## config.mk

```make
export PLATFORM = sky130hd
export DESIGN_NAME = audio_in_rx_flat
export DESIGN_NICKNAME = d
export VERILOG_FILES = /design/src/rtl/audio_in_rx_if.sv /design/src/rtl/audio_in_rx.sv /design/src/flat_wrapper.sv
export SDC_FILE = /design/constraint.sdc
export NUM_CORES = 1
export LEC_CHECK = 0
export ABC_AREA = 0
export BUFFER_PORTS_ARGS = -buffer_cell sky130_fd_sc_hd__buf_2
export CAP_MARGIN = 20
export CORE_UTILIZATION = 30
export CTS_CLUSTER_DIAMETER = 60
export DETAILED_ROUTE_END_ITERATION = 12
export GPL_ROUTABILITY_DRIVEN = 0
export HOLD_SLACK_MARGIN = 0.06
export RECOVER_POWER = 50
export SETUP_SLACK_MARGIN = 0.5
export SLEW_MARGIN = 20
export SYNTH_ARGS = -nofsm -noshare
export SYNTH_HDL_FRONTEND = slang
export SYNTH_SLANG_ARGS = --single-unit
export TNS_END_PERCENT = 20
```

## constraint.sdc

```tcl
create_clock -name clk_50m -period 1.36 [get_ports clk_50m]
set_input_delay 0.136 -clock clk_50m [delete_from_list [all_inputs] [get_ports clk_50m]]
set_output_delay 0.136 -clock clk_50m [all_outputs]
set_load 0.02 [all_outputs]
```

## src/rtl/audio_in_rx_if.sv

```systemverilog
// Codec-side capture bus for the WM8731 ADC receiver: codec clocks/data in,
// coherent stereo samples and status out.
interface audio_in_rx_if #(
  parameter int DATA_W = 16
);
  logic              en;
  logic              bclk;
  logic              adclrc;
  logic              adcdat;
  logic [DATA_W-1:0] left_data;
  logic [DATA_W-1:0] right_data;
  logic              sample_valid;
  logic              frame_err;
  logic              locked;

  modport master (
    output en, bclk, adclrc, adcdat,
    input  left_data, right_data, sample_valid, frame_err, locked
  );

  modport slave (
    input  en, bclk, adclrc, adcdat,
    output left_data, right_data, sample_valid, frame_err, locked
  );
endinterface

```

## src/rtl/audio_in_rx.sv

```systemverilog
// WM8731 ADC-path receiver: oversamples codec BCLK/ADCLRC with clk_50m and
// deserialises right-justified ADCDAT into coherent left/right sample pairs.
module audio_in_rx #(
  parameter int DATA_W = 16,
  parameter int CNT_W  = 6
) (
  input  logic          clk_50m,
  input  logic          rst,
  audio_in_rx_if.slave  bus
);

  typedef enum logic [1:0] {IDLE, SYNC, RUN} state_t;

  localparam logic [CNT_W-1:0] CNT_MAX  = '1;
  localparam logic [CNT_W-1:0] CNT_FULL = CNT_W'(DATA_W);

  state_t            state, state_next;
  logic              bclk_s1, bclk_s2, bclk_s3;
  logic              lrc_s1, lrc_s2, lrc_s3;
  logic              dat_s1, dat_s2;
  logic [1:0]        settle;
  logic              b_rise, lrc_rise, lrc_fall, lrc_edge;
  logic [DATA_W-1:0] shreg, shreg_next, left_hold, left_q, right_q;
  logic [CNT_W-1:0]  bitcnt, cnt_next;
  logic              valid_q, err_q;
  logic              cap_left, cap_pair, short_half;

  always_ff @(posedge clk_50m) begin
    if (rst) begin
      bclk_s1 <= 1'b0; bclk_s2 <= 1'b0; bclk_s3 <= 1'b0;
      lrc_s1  <= 1'b0; lrc_s2  <= 1'b0; lrc_s3  <= 1'b0;
      dat_s1  <= 1'b0; dat_s2  <= 1'b0;
    end else begin
      bclk_s1 <= bus.bclk;   bclk_s2 <= bclk_s1; bclk_s3 <= bclk_s2;
      lrc_s1  <= bus.adclrc; lrc_s2  <= lrc_s1;  lrc_s3  <= lrc_s2;
      dat_s1  <= bus.adcdat; dat_s2  <= dat_s1;
    end
  end

  // Synchroniser flops restart at 0 after reset; holding IDLE until they have
  // refilled stops a high ADCLRC from looking like a fresh rising edge.
  always_ff @(posedge clk_50m) begin
    if (rst)
      settle <= '0;
    else if (settle != 2'd3)
      settle <= settle + 2'd1;
  end

  always_comb begin
    b_rise     = bclk_s2 & ~bclk_s3;
    lrc_rise   = lrc_s2 & ~lrc_s3;
    lrc_fall   = ~lrc_s2 & lrc_s3;
    lrc_edge   = lrc_rise | lrc_fall;
    shreg_next = b_rise ? {shreg[DATA_W-2:0], dat_s2} : shreg;
    cnt_next   = (b_rise && bitcnt != CNT_MAX) ? bitcnt + 1'b1 : bitcnt;
  end

  always_ff @(posedge clk_50m) begin
    if (rst)
      state <= IDLE;
    else
      state <= state_next;
  end

  always_comb begin
    state_next = state;
    cap_left   = 1'b0;
    cap_pair   = 1'b0;
    short_half = 1'b0;
    if (!bus.en) begin
      state_next = IDLE;
    end else begin
      case (state)
        IDLE: if (settle == 2'd3) state_next = SYNC;
        SYNC: if (lrc_rise) state_next = RUN;
        RUN: begin
          cap_left   = lrc_fall;
          cap_pair   = lrc_rise;
          short_half = lrc_edge && (cnt_next < CNT_FULL);
        end
        default: state_next = IDLE;
      endcase
    end
  end

  // A bit arriving in the same cycle as the LRC edge belongs to the ended
  // half, so the latches take shreg_next and the count restarts at zero.
  always_ff @(posedge clk_50m) begin
    if (rst) begin
      shreg     <= '0;
      bitcnt    <= '0;
      left_hold <= '0;
      left_q    <= '0;
      right_q   <= '0;
      valid_q   <= 1'b0;
      err_q     <= 1'b0;
    end else begin
      shreg   <= shreg_next;
      bitcnt  <= lrc_edge ? '0 : cnt_next;
      valid_q <= cap_pair;
      err_q   <= short_half;
      if (cap_left)
        left_hold <= shreg_next;
      if (cap_pair) begin
        right_q <= shreg_next;
        left_q  <= left_hold;
      end
    end
  end

  assign bus.left_data    = left_q;
  assign bus.right_data   = right_q;
  assign bus.sample_valid = valid_q;
  assign bus.frame_err    = err_q;
  assign bus.locked       = (state == RUN);

endmodule

```

## src/flat_wrapper.sv

```systemverilog
// flat-port wrapper written by rule: the top's interface ports become plain ports
module audio_in_rx_flat 
#(
  parameter int DATA_W = 16,
  parameter int CNT_W  = 6
)
  (clk_50m, rst, bus_en, bus_bclk, bus_adclrc, bus_adcdat, bus_left_data, bus_right_data, bus_sample_valid, bus_frame_err, bus_locked);
  audio_in_rx_if #(.DATA_W(DATA_W)) bus_i ();
  input  logic clk_50m;
  input  logic rst;
  input wire logic [$bits(bus_i.en)-1:0] bus_en;
  input wire logic [$bits(bus_i.bclk)-1:0] bus_bclk;
  input wire logic [$bits(bus_i.adclrc)-1:0] bus_adclrc;
  input wire logic [$bits(bus_i.adcdat)-1:0] bus_adcdat;
  output wire logic [$bits(bus_i.left_data)-1:0] bus_left_data;
  output wire logic [$bits(bus_i.right_data)-1:0] bus_right_data;
  output wire logic [$bits(bus_i.sample_valid)-1:0] bus_sample_valid;
  output wire logic [$bits(bus_i.frame_err)-1:0] bus_frame_err;
  output wire logic [$bits(bus_i.locked)-1:0] bus_locked;
  assign bus_i.en = bus_en;
  assign bus_i.bclk = bus_bclk;
  assign bus_i.adclrc = bus_adclrc;
  assign bus_i.adcdat = bus_adcdat;
  assign bus_left_data = bus_i.left_data;
  assign bus_right_data = bus_i.right_data;
  assign bus_sample_valid = bus_i.sample_valid;
  assign bus_frame_err = bus_i.frame_err;
  assign bus_locked = bus_i.locked;
  audio_in_rx #(.DATA_W(DATA_W), .CNT_W(CNT_W)) u_core (.clk_50m(clk_50m), .rst(rst), .bus(bus_i));
endmodule
```

==> impl_metrics.csv <==
group,metric,value,unit
outcome,status,"complete, no violations",
routing,drt-initial-drc-count,50,
final_layout,drive_gt1_share,43.7,%
clock_tree,clk_path_buf_depth,2,
synth,synthArstFlopShare,0,%
routing,vias,2337,
die,placeableCoreArea,0.00977,sq mm
clock_tree,clkSlewWorstSetupHoldPaths,0.09,ns
synth,synth_seq_cells,84,
sta,period_minus_slack,1.35,ns
critical_path,worstPathRequired,1.64,ns
global_routing,grt_first_pass_wirelength,10200,um
sta,whs,0.158,ns
place,place_hpwl,3970,um
die,dieArea,0.0105,sq mm
critical_path,crit_path_start_kind,"register",
routing,dr_wl_met2,3160,um
critical_path,crit_arrival,1.63,ns
final_layout,finalNetCount,383,
routing,met3_length,234,um
place,place_area,0.00361,sq mm
sta,fin_tns_setup,0,ns
clock_tree,cts_root_buf,"clkbuf_8",
place,io_buffers,40,
critical_path,setup.worst_path.class,"reg -> reg",
final_layout,final_cells,511,
synth,syn_nets,319,
global_routing,grt_util_all_layers,12.7,%
clock_tree,tritoncts.num_buffers,9,
place,dp_slack,-0.0352,ns
routing,ant_nets,0,
routing,drt-wirelength-per-cell,13.4,um
routing,wl_met1,3350,um
final_layout,antennaDiodeCount,0,
global_routing,grt-ovfl-total,0,
synth,yosysUniqueCellTypes,34,
routing,dr.pass1.iters,4,
sta,finalSetupViolCount,0,
global_routing,grt_max_degree,73,
place,dpl.cell_count,476,
sta,skew,0.0121,ns
final_layout,final_common_cell,"dfxtp_1",
clock_tree,cts_sinks,84,
synth,syn_area_per_cell,9.76,sq um
global_routing,grt_pass1_vias,2130,
routing,totalWireLength,6840,um
critical_path,crit_fanout,7,
sta,fmax,739,MHz
final_layout,area_growth_syn_to_layout,46.4,%
hold_path,hp-class,"in -> reg",
die,initial_utilization,30.9,%
synth,yosysWarnings,0,
pwr,p_leak,0.00157,uW
die,die_h,102,um
flow_run,drv_cap,0,
die,row_count,36,
synth,synth.yosys.seq_area_share,55.7,%
final_layout,final_cell_mix,"dfxtp_1, nor2_1, nand2_1, a211oi_2, buf_6",
synth,ys.flop_type,"dfxtp_1",
final_layout,design_area,0.00442,sq mm
routing,viasPerCell,4.57,
clock_tree,cts_tree,"yes",
die,num_io_pins,41,
die,die_width,102,um
pwr,peakVddDrop,0.441,mV
synth,netlist_area,0.00302,sq mm
sta,setup_slack,0.00682,ns
routing,drc,0,
pwr,p_per_area,1020,mW/mm^2
sta,report.final.slew_viol_count,0,
sta,fin_crit_sh,99.5,%
clock_tree,clock_latency,0.35,ns
global_routing,antenna_found_initial,0,
sta,hold_viol,0,
sta,slew_headroom,74.4,%
critical_path,worst_setup_path_end_kind,"register",
clock_tree,htreeDepth,3,
synth,synth_edf_count,0,
sta,rsz0062_at_grt,"true",
sta,worstMarginPinSlew,0.384,ns
synth,syn_inst,309,
routing,top_layer,"met4",
==> cell usage after synthesis (2+ instances only) <==
master    instances  area (sq um)
clkbuf_1          7          26.3
buf_4             2          15.0
nand2_1          42           158
a211oi_1         32           240
mux2i_1          20           200
nor2b_1          10          62.6
nor2_1           53           199
buf_2             8          40.0
nand4b_1          2          17.5
and4b_1           2          20.0
ha_1              4          50.1
and3_1            2          12.5
nand2b_1          2          12.5
dfxtp_1          84          1680
a21oi_1          16          80.1
inv_1             3          11.3
buf_1             2          7.51
buf_12            2          40.0
==> flip-flops by register name, summed over array words and instances, names as in the netlist <==
register	flops
u_core.left_hold	16
u_core.bus.left_data	16
u_core.dat_s1	1
u_core.settle	2
u_core.bus.right_data	16
u_core.shreg	16
u_core.dat_s2	1
u_core.bclk_s3	1
u_core.lrc_s1	1
u_core.bus.sample_valid	1
u_core.bus.frame_err	1
u_core.bitcnt	6
u_core.lrc_s3	1
u_core.bclk_s1	1
u_core.lrc_s2	1
u_core.state	2
u_core.bclk_s2	1
==> layer usage <==
layer	global-route usage [%]	vias up
met4	5.16	0
met2	17.8	34
met5	0	-
met1	18.3	1108
met3	3.49	7
li1	-	1188
==> cells by family (layout without fill, tap and decap cells) <==
group	Yosys count	after routing	share of synthesized area [%]
XOR/XNOR	1	1	0.290
flip-flops	84	84	55.7
buffers and inverters	24	93	4.65
AND/OR/NAND/NOR	118	118	17.3
multiplexers	20	20	6.64
adder cells (fa/ha/maj)	4	4	1.66
AO/OA/AOI/OAI	58	58	13.7
==> report_power, final <==
group          internal (uW)  switching (uW)
logic                   92.8             105
clock network            904             880
registers               2480            17.0
total                   3480            1000
==> layout make-up <==
class                   instances  area [sq um]
clock buffers                  11           141
clock inverters                 5          60.1
fillers                       924          5360
inverters                       3          11.3
multi-input cells             201          1520
flip-flops and latches         84          1710
well taps                     133           166
repair buffers                 74           802
==> repair_timing <==
action                                 4_1_cts  5_1_grt
endpoints found under the hold margin        5        0
pin swaps                                    1       29
setup endpoints to repair                  111      111
setup buffers                                5        5
gates resized for setup                     13      104
gates cloned                                 1        4
hold buffers                                 4        0
==> critical path: stages, from the launching register on <==
cell and delay [ns]:
dfxtp_2 0.33, inv_2 0.06, ha_4 0.12, and4b_4 0.28, buf_12 0.13, clkbuf_16 0.14
nor2_1 0.04, a211oi_2 0.18
==> final timing paths <==
check	from	endpoint	slack [ns]	depth (start not counted)
max reg2reg	u_core.lrc_s3	u_core.bus.right_data[12]	0.007	7
max	u_core.lrc_s3	u_core.bus.right_data[12]	0.007	7
min	rst	u_core.state[0]	0.16	4
min reg2reg	u_core.lrc_s1	u_core.lrc_s2	0.44	1
==> through the flow <==
stage | total power [uW] | util, %
after floorplan | 2680 | -
after global placement | 2720 | 37.0
after detailed placement | 2720 | 37.0
after CTS | 4520 | 40.8
after global routing | 4670 | 45.2
final | 4480 | 45.2
Power figures use the tool's default switching activity.
